`src/rtl/pe_operand_feeder.sv`:
```
// ---------------------------------------------------------------------------
// nmcu_pkg / pe_operand_feeder
//
// Purpose: feeds a ROWS x COLS systolic PE array. One operand beat (an A
// column of ROWS elements plus a B row of COLS elements) is accepted per
// handshake. Element r of A (c of B) is delayed r+1 (c+1) cycles beyond the
// capture register so that the array sees a diagonal wavefront. A first-beat
// flag rides along with each row of A and drops that row's accumulate enable
// for exactly one cycle, so every job starts from a clean product. After the
// last beat the feeder drains long enough for the wavefront to clear the
// array, then pulses done_o.
//
// Ports:
//   clk, rst_n        clock, asynchronous active-low reset
//   start_i, k_len_i  job request and its beat count (sampled only in IDLE)
//   busy_o, done_o    job in progress / one-cycle completion pulse
//   in_valid_i        operand beat valid
//   in_ready_o        operand beat ready (high only while streaming)
//   a_vec_i, b_vec_i  A column (ROWS elements) and B row (COLS elements)
//   operand_a_o       skewed A stream to the array's first column
//   operand_b_o       skewed B stream to the array's first row
//   accum_en_o        per-row accumulate enable to the array
// ---------------------------------------------------------------------------
package nmcu_pkg;
  localparam int DATA_WIDTH = 16;
  localparam int PE_ROWS    = 4;
  localparam int PE_COLS    = 4;
endpackage

module pe_operand_feeder #(
  parameter int DATA_WIDTH = nmcu_pkg::DATA_WIDTH,
  parameter int ROWS       = nmcu_pkg::PE_ROWS,
  parameter int COLS       = nmcu_pkg::PE_COLS,
  parameter int K_WIDTH    = 8
) (
  input  logic                  clk,
  input  logic                  rst_n,
  input  logic                  start_i,
  input  logic [K_WIDTH-1:0]    k_len_i,
  output logic                  busy_o,
  output logic                  done_o,
  input  logic                  in_valid_i,
  output logic                  in_ready_o,
  input  logic [DATA_WIDTH-1:0] a_vec_i     [ROWS],
  input  logic [DATA_WIDTH-1:0] b_vec_i     [COLS],
  output logic [DATA_WIDTH-1:0] operand_a_o [ROWS],
  output logic [DATA_WIDTH-1:0] operand_b_o [COLS],
  output logic [ROWS-1:0]       accum_en_o
);

  localparam int                 DRAIN_N    = ROWS + COLS + 1;
  localparam int                 DC_W       = $clog2(DRAIN_N + 1);
  localparam logic [DC_W-1:0]    DRAIN_LOAD = DC_W'(DRAIN_N);
  localparam logic [DC_W-1:0]    DC_ONE     = DC_W'(1);
  localparam logic [K_WIDTH-1:0] K_ONE      = K_WIDTH'(1);

  typedef enum logic [1:0] {S_IDLE, S_STREAM, S_DRAIN} state_t;

  state_t               r_state;
  state_t               w_state_nxt;
  logic                 w_hs;
  logic                 w_first;
  logic                 w_last_beat;
  logic                 w_start_job;
  logic                 w_start_empty;
  logic                 w_drain_end;
  logic [K_WIDTH-1:0]   r_k_len;
  logic [K_WIDTH-1:0]   r_beat_cnt;
  logic [DC_W-1:0]      r_drain_cnt;
  logic                 r_done;

  // Skew chains: stage k of row r is only live for k <= r; higher stages are
  // tied to zero and fall away in synthesis.
  logic [DATA_WIDTH-1:0] r_a_sh [ROWS][ROWS];
  logic                  r_f_sh [ROWS][ROWS];
  logic [DATA_WIDTH-1:0] r_b_sh [COLS][COLS];

  // ---- control: state register -------------------------------------------
  always_ff @(posedge clk or negedge rst_n) begin
    if (!rst_n) r_state <= S_IDLE;
    else        r_state <= w_state_nxt;
  end

  // ---- control: next state and handshake decode ---------------------------
  always_comb begin
    w_state_nxt   = r_state;
    w_hs          = 1'b0;
    w_last_beat   = 1'b0;
    w_start_job   = 1'b0;
    w_start_empty = 1'b0;
    w_drain_end   = 1'b0;
    in_ready_o    = 1'b0;
    busy_o        = 1'b0;
    case (r_state)
      S_IDLE: begin
        if (start_i) begin
          if (k_len_i != '0) begin
            w_start_job = 1'b1;
            w_state_nxt = S_STREAM;
          end else begin
            w_start_empty = 1'b1;
          end
        end
      end
      S_STREAM: begin
        in_ready_o  = 1'b1;
        busy_o      = 1'b1;
        w_hs        = in_valid_i;
        // Full-width compare against k_len-1: the counter never needs to
        // reach 2^K_WIDTH, so the maximum k_len cannot wrap.
        w_last_beat = in_valid_i && (r_beat_cnt == (r_k_len - K_ONE));
        if (w_last_beat) w_state_nxt = S_DRAIN;
      end
      S_DRAIN: begin
        busy_o = 1'b1;
        if (r_drain_cnt == DC_ONE) begin
          w_drain_end = 1'b1;
          w_state_nxt = S_IDLE;
        end
      end
      default: w_state_nxt = S_IDLE;
    endcase
  end

  // The first beat is identified by the counter rather than by arrival time,
  // so leading bubbles cannot shift the accumulate-clear cycle.
  assign w_first = w_hs && (r_beat_cnt == '0);
  assign done_o  = r_done;

  // ---- control: counters and done pulse -----------------------------------
  always_ff @(posedge clk or negedge rst_n) begin
    if (!rst_n) begin
      r_k_len     <= '0;
      r_beat_cnt  <= '0;
      r_drain_cnt <= '0;
      r_done      <= 1'b0;
    end else begin
      r_done <= w_start_empty || w_drain_end;
      if (w_start_job) begin
        r_k_len    <= k_len_i;
        r_beat_cnt <= '0;
      end else if (w_hs) begin
        r_beat_cnt <= r_beat_cnt + K_ONE;
      end
      if (w_last_beat)            r_drain_cnt <= DRAIN_LOAD;
      else if (r_state == S_DRAIN) r_drain_cnt <= r_drain_cnt - DC_ONE;
    end
  end

  // ---- A side: capture, r-stage skew, output register ---------------------
  always_ff @(posedge clk or negedge rst_n) begin
    if (!rst_n) begin
      for (int r = 0; r < ROWS; r++) begin
        for (int k = 0; k < ROWS; k++) begin
          r_a_sh[r][k] <= '0;
          r_f_sh[r][k] <= 1'b0;
        end
        operand_a_o[r] <= '0;
        accum_en_o[r]  <= 1'b0;
      end
    end else begin
      for (int r = 0; r < ROWS; r++) begin
        r_a_sh[r][0] <= w_hs ? a_vec_i[r] : '0;
        r_f_sh[r][0] <= w_first;
        for (int k = 1; k < ROWS; k++) begin
          if (k <= r) begin
            r_a_sh[r][k] <= r_a_sh[r][k-1];
            r_f_sh[r][k] <= r_f_sh[r][k-1];
          end else begin
            r_a_sh[r][k] <= '0;
            r_f_sh[r][k] <= 1'b0;
          end
        end
        operand_a_o[r] <= r_a_sh[r][r];
        accum_en_o[r]  <= ~r_f_sh[r][r];
      end
    end
  end

  // ---- B side: capture, c-stage skew, output register ---------------------
  always_ff @(posedge clk or negedge rst_n) begin
    if (!rst_n) begin
      for (int c = 0; c < COLS; c++) begin
        for (int k = 0; k < COLS; k++) r_b_sh[c][k] <= '0;
        operand_b_o[c] <= '0;
      end
    end else begin
      for (int c = 0; c < COLS; c++) begin
        r_b_sh[c][0] <= w_hs ? b_vec_i[c] : '0;
        for (int k = 1; k < COLS; k++) begin
          if (k <= c) r_b_sh[c][k] <= r_b_sh[c][k-1];
          else        r_b_sh[c][k] <= '0;
        end
        operand_b_o[c] <= r_b_sh[c][c];
      end
    end
  end

endmodule

```
`config.mk`:
```
export PLATFORM = sky130hd
export DESIGN_NAME = pe_operand_feeder
export DESIGN_NICKNAME = d
export VERILOG_FILES = /design/src/rtl/pe_operand_feeder.sv
export SDC_FILE = /design/constraint.sdc
export NUM_CORES = 1
export LEC_CHECK = 0
export CORE_MARGIN = 1
export CORE_UTILIZATION = 50
export CTS_CLUSTER_DIAMETER = 150
export DETAILED_ROUTE_END_ITERATION = 6
export PLACE_DENSITY_LB_ADDON = 0.1
export SLEW_MARGIN = 20
export SYNTH_ARGS = -nofsm -noshare
export SYNTH_HDL_FRONTEND = slang
export SYNTH_SLANG_ARGS = --single-unit
export TNS_END_PERCENT = 1
```
`constraint.sdc`:
```
create_clock -name clk -period 2 [get_ports clk]
set_input_delay 0.3 -clock clk [delete_from_list [all_inputs] [get_ports clk]]
set_output_delay 0.3 -clock clk [all_outputs]
set_load 0.01 [all_outputs]
```
==> Yosys cells after proc, flatten, opt, wreduce, memory -nomap -nowiden <==
Cells that the tools add are included.
{ "classes": {"addsub": 3, "mul": 0, "div": 0, "order_cmp": 0, "eq_ne": 8, "n_shift": 0, "n_mux": 29, "bitwise_logic": 4, "n_reduce_logical": 10} }
{ "op_table": {"columns": ["op", "n"], "rows": [
  ["$mux 16", 8],
  ["$mux 8", 2],
  ["$mux 1", 12],
  ["$add 8x1->8 const B", 1],
  ["$eq 8x8->1", 1],
  ["$logic_not 8->1", 1],
  ["$mux 2", 4],
  ["$mux 4", 2],
  ["$ne 2x2->1 const B", 4],
  ["$reduce_bool 8->1", 1],
  ["$sub 8x1->8 const B", 1],
  ["$pmux 2 s3", 1],
  ["$eq 4x1->1 const B", 1],
  ["$not 1->1", 4],
  ["$reduce_and 4->1", 1],
  ["$reduce_bool 2->1", 2],
  ["$sub 4x1->4 const B", 1],
  ["$eq 2x1->1 const B", 1],
  ["$eq 2x2->1 const B", 1],
  ["$logic_and 1x1->1", 2],
  ["$logic_not 2->1", 1],
  ["$reduce_or 2->1", 1],
  ["$logic_or 1x1->1", 1]
]} }
{ "word_totals": {"regBits": 479, "latchBits": 0, "ramBits": 0, "rom_bits": 0, "input_bits": 140, "out_inout_bits": 135, "word_cells": 92, "memories": 0} }

==> Depth between registers and ports, before layout <==
{ "depth": {"depth_word": 5, "ltp_mapped": 9, "ltp_nobuf": 8} }

==> Worst setup path after synthesis <==
OpenSTA, ideal clock, no wires.
{ "synth_timing": {"path_type": "register to register", "start": "reg r_state[1]", "end": "reg r_beat_cnt[7]", "setup_time_ns": 0.118, "arrival_ns": 1.801, "t_required_ns": 1.882, "setup_slack_ns": 0.081, "path_stages_with_launch": 10, "n_path_buf": 2, "synth_period_minus_slack_ns": 1.919, "path_cell_list": "dfrtp_1 -> inv_1 -> ha_1 -> buf_2 -> and2_1 -> buf_2 -> and3_1 -> or3b_1 -> xor2_1 -> nor2_1"} }
{ "synth_between": {"elab_chain_len": 3, "word_cells_on_any_way": 6, "classes_between": "eq/ne (1); mux (3); reduce/logical (2)"} }
{ "synth_lines": {"columns": ["item", "line", "source"], "rows": [
  ["from (decl)", "59", "state_t r_state;"],
  ["from (signal assigned)", "81", "else r_state <= w_state_nxt;"],
  ["$eq 2x1->1 or $logic_not 2->1 (tied branches)", "94", "case (r_state)"],
  ["$mux 1", "94", null],
  ["$reduce_bool 2->1 (no source line) or $mux 8 (tied branches)", null, null],
  ["to (signal assigned)", "143", "r_beat_cnt <= r_beat_cnt + K_ONE;"],
  ["to (decl)", "68", "logic [K_WIDTH-1:0] r_beat_cnt;"]
]} }
Parallel ways exist; a longest one is shown, timed or not.
A chain may end at the register's enable or synchronous reset.

==> Worst setup path in the final report <==
{ "layout_timing": {"start": "reg r_k_len[0]", "end": "reg r_state[0]"} }
{ "layout_between": {"elab_chain_len": 5} }
{ "layout_lines": {"columns": ["item", "line", "source"], "rows": [
  ["from (decl)", "67", "logic [K_WIDTH-1:0] r_k_len;"],
  ["from (signal assigned)", "140", "r_k_len <= k_len_i;"],
  ["$sub 8x1->8", "111", "w_last_beat = in_valid_i && (r_beat_cnt == (r_k_len - K_ONE));"],
  ["$eq 8x8->1", "111", null],
  ["$logic_and 1x1->1", "111", null],
  ["$ne 2x2->1 (no source line)", null, null],
  ["$reduce_and 4->1 (no source line)", null, null]
]} }
Every way passes these cells.

==> impl_metrics.env <==
export IMPL_globalplace_congestion=0.750
export IMPL_ys_seq_area_share_pct=86.8
export IMPL_fin_area_um2=18700
export IMPL_finish_utilization_pct=69.2
export IMPL_place_area_um2=17200
export IMPL_power_switching_mw=5.48
export IMPL_max_freq_mhz=523
export IMPL_path_class="flop to flop"
export IMPL_cts_sinks=479
export IMPL_skew_ns=0.0146
export IMPL_chipHeight_um=168
export IMPL_crit_family="compound AO/OA/AOI/OAI gates"
export IMPL_reg2reg_slack_ns=0.09
export IMPL_p_per_area_nw_per_um2=1250
export IMPL_yosys_most_used_dff="dfrtp_1"
export IMPL_cts_tree="yes"
export IMPL_via_count=6852
export IMPL_dieArea_um2=28300
export IMPL_synthSimpleGateAreaFrac_pct=7.78
export IMPL_worstSkewPairLatency_ns=0.53
export IMPL_dp_slack_ns=-0.251
export IMPL_synthMuxAreaShare_pct=0.770
export IMPL_worst_r2r_startpoint="r_k_len[0]"
export IMPL_io_pins=275
export IMPL_via_per_inst=4.70
export IMPL_power_mw=23.3
export IMPL_min_period_ns=1.91
export IMPL_hold_viol_final=0
export IMPL_ant_nets=0
export IMPL_gr_total_overflow=0
export IMPL_coreArea_um2=27000
export IMPL_worst_slew_margin_rel_pct=52.2
export IMPL_use_met2_pct=30.4
export IMPL_path_max_fanout=6
export IMPL_yosysWarnings=0
export IMPL_synth_fp_nets=909
export IMPL_crit_start="r_k_len[0]"
export IMPL_syn_area_per_cell_um2=18.1
export IMPL_final_cell_mix="dfrtp_1, clkdlybuf4s50_1, and3_1"
export IMPL_drt_iter0_markers=315
export IMPL_critPathMaxStageDelay_ns=0.40
export IMPL_layout_nets=1232
export IMPL_cts_buffer_depth=3
export IMPL_antenna_found_initial=0
export IMPL_post_drt_wl_per_cell_um=16.9
export IMPL_first_global_vias=7314
export IMPL_grt_util_met3_pct=4.00
export IMPL_drc=0
export IMPL_slew_viol_final=0
export IMPL_htree_levels=2
export IMPL_yosysUniqueCellTypes=41
export IMPL_sw_frac_of_total_pct=23.5
export IMPL_grtUsageTotal_pct=18.3
export IMPL_r2r_end="r_state[0]"
export IMPL_synth_seq_cells=479
export IMPL_clkPwrFrac_pct=35.0
export IMPL_crit_buf_inv=1
export IMPL_crit_path_end_kind="flop"
export IMPL_ys_async_sr_fraction_pct=100
export IMPL_grt_pass1_wl_um=39700
export IMPL_cp_arrival_ns=2.35
export IMPL_grt_max_degree=90
export IMPL_routed_wl_um=24600
export IMPL_hold_class="input pin to asynchronous set/reset pin"
export IMPL_tns_ns=0
export IMPL_die_x_um=168
export IMPL_worst_r2r_cell_count=8
export IMPL_rsz0062_at_grt="true"
export IMPL_path_depth=8
export IMPL_synth_cells=761
export IMPL_setup_viol_count_final=0
export IMPL_layoutNonFillerInstCount=1459
export IMPL_synth_compound_area_share_pct=1.13
export IMPL_p_int_mw=17.8
export IMPL_crit_chain="inv_2 -> ha_4 -> xnor2_2 -> a21oi_2 -> o2111ai_2 -> nor4_4 -> o21a_4 -> mux2i_1"
export IMPL_layout_commonest_cell="dfrtp_1"
export IMPL_drive_above_1_share_pct=11.2
export IMPL_use_met1_pct=24.0
export IMPL_area_delta_synth_final_pct=35.4
export IMPL_synth_xor_area_share_pct=1.33
export IMPL_drt_pass1_iterations=4
export IMPL_numCtsBuffers=45
export IMPL_dp_cells=1373
export IMPL_cts_root_buf="clkbuf_16"
export IMPL_initial_core_util_pct=51.1
export IMPL_critPathRequiredTime_ns=2.44
export IMPL_setup_slack_ns=0.0874
export IMPL_p_comb_share_pct=14.7
export IMPL_p_leak_nw=9.49
export IMPL_fp_row_count=60
export IMPL_clkTransAtPathRegs_ns=0.06
export IMPL_dp_hpwl_um=16000
export IMPL_pwr_share_seq_pct=50.3
export IMPL_io_buffer_count=274
export IMPL_period_share_pct=95.6
export IMPL_worst_path_max_delay_cell="dfrtp_1"
export IMPL_status="completed"
export IMPL_synth_edf_count=0
export IMPL_synth_top_family_by_area="simple AND/OR/NAND/NOR gates"
export IMPL_worst_setup_path_start_kind="flop"
export IMPL_hold_worst_slack_ns=0.296
export IMPL_ir_drop_v=0.000813
export IMPL_worst_slew_pin_slew_ns=0.716
export IMPL_syn_area_um2=13800
export IMPL_synthAdderAreaFrac_pct=0.725
export IMPL_cap_viol_max_count=0
export IMPL_endpoint="r_state[0]"
export IMPL_grt_busiest_layer="met2"
[how the worst min path moves through the flow]
| stage | slack (ns) | cells after the start | end |
|---|---|---|---|
| floorplan | 0.004 | 0 | accum_en_o[0] |
| global placement | 0.26 | 1 | operand_a_o[16] |
| detailed placement | 0.26 | 1 | operand_a_o[16] |
| CTS | 0.28 | 5 | r_state[1] |
| global route | 0.31 | 2 | operand_a_o[16] |
| finish | 0.30 | 2 | operand_a_o[17] |
[power by group through the flow]
| stage | Clock (mW) | Combinational, mW | Sequential, mW |
|---|---|---|---|
| finish | 8.15 | 3.43 | 11.7 |
| global route | 8.77 | 3.75 | 11.9 |
| CTS | 8.39 | 3.30 | 11.7 |
| detailed placement | 0 | 3.30 | 11.9 |
| global placement | 0 | 3.25 | 11.8 |
| floorplan | 0 | 1.31 | 12.0 |
[sequential cells by signal, summed over array words and instances, names as in the netlist]
| signal | count |
|---|---|
| operand_a_o | 64 |
| r_f_sh | 4 |
| r_beat_cnt | 8 |
| r_k_len | 8 |
| r_drain_cnt | 4 |
| done_o | 1 |
| accum_en_o | 4 |
| r_a_sh | 160 |
| r_b_sh | 160 |
| operand_b_o | 64 |
| r_state | 2 |
[cell type report]
type | count | area, um^2
antenna | 1 | 2.50
clock buffer | 70 | 1340
clock inverter | 10 | 108
fill | 1840 | 8330
inverter | 15 | 56.3
multi-input combinational | 233 | 1670
sequential | 479 | 12000
tap | 341 | 427
timing repair buffer | 310 | 3110
[synth_stat cells, types with 2 or more instances]
master / number / area share [%]
a21o_1: 2 / 0.11
a21oi_1: 5 / 0.18
and3_1: 129 / 5.8
buf_2: 2 / 0.072
buf_6: 2 / 0.16
clkbuf_1: 30 / 0.82
dfrtp_1: 479 / 87
ha_1: 8 / 0.72
inv_1: 15 / 0.41
mux2_4: 5 / 0.54
mux2i_1: 2 / 0.14
nand2_1: 8 / 0.22
nand3_1: 3 / 0.11
nand4_1: 3 / 0.14
nor2_1: 12 / 0.33
nor4_1: 2 / 0.091
nor4_4: 2 / 0.31
nor4b_1: 2 / 0.13
o21ai_0: 6 / 0.22
o21ai_1: 3 / 0.11
or4_1: 2 / 0.11
xnor2_1: 11 / 0.70
xor2_1: 10 / 0.63
[kinds of logic after synthesis]
kind of cell               after synthesis
DFF                                    479
muxes                                    8
and+or+nand+nor                        172
AOI/OAI and AO/OA                       24
buffers and inverters                   49
adders and majority gates                8
xor gates and xnor gates                21
[repair_timing]
action	in CTS	in global routing
endpoints found under the hold margin	44	0
setup endpoints to repair	2	93
hold buffers	1	0
resized for setup	2	14
pin swaps	0	4
buffers inserted	1	3
[layer usage]
layer	routed length, um	vias to the layer above
li1	-	3144
met1	10100	3471
met2	12500	192
met3	1320	45
met4	678	0
met5	0	-
Power figures use the tool's default switching activity.
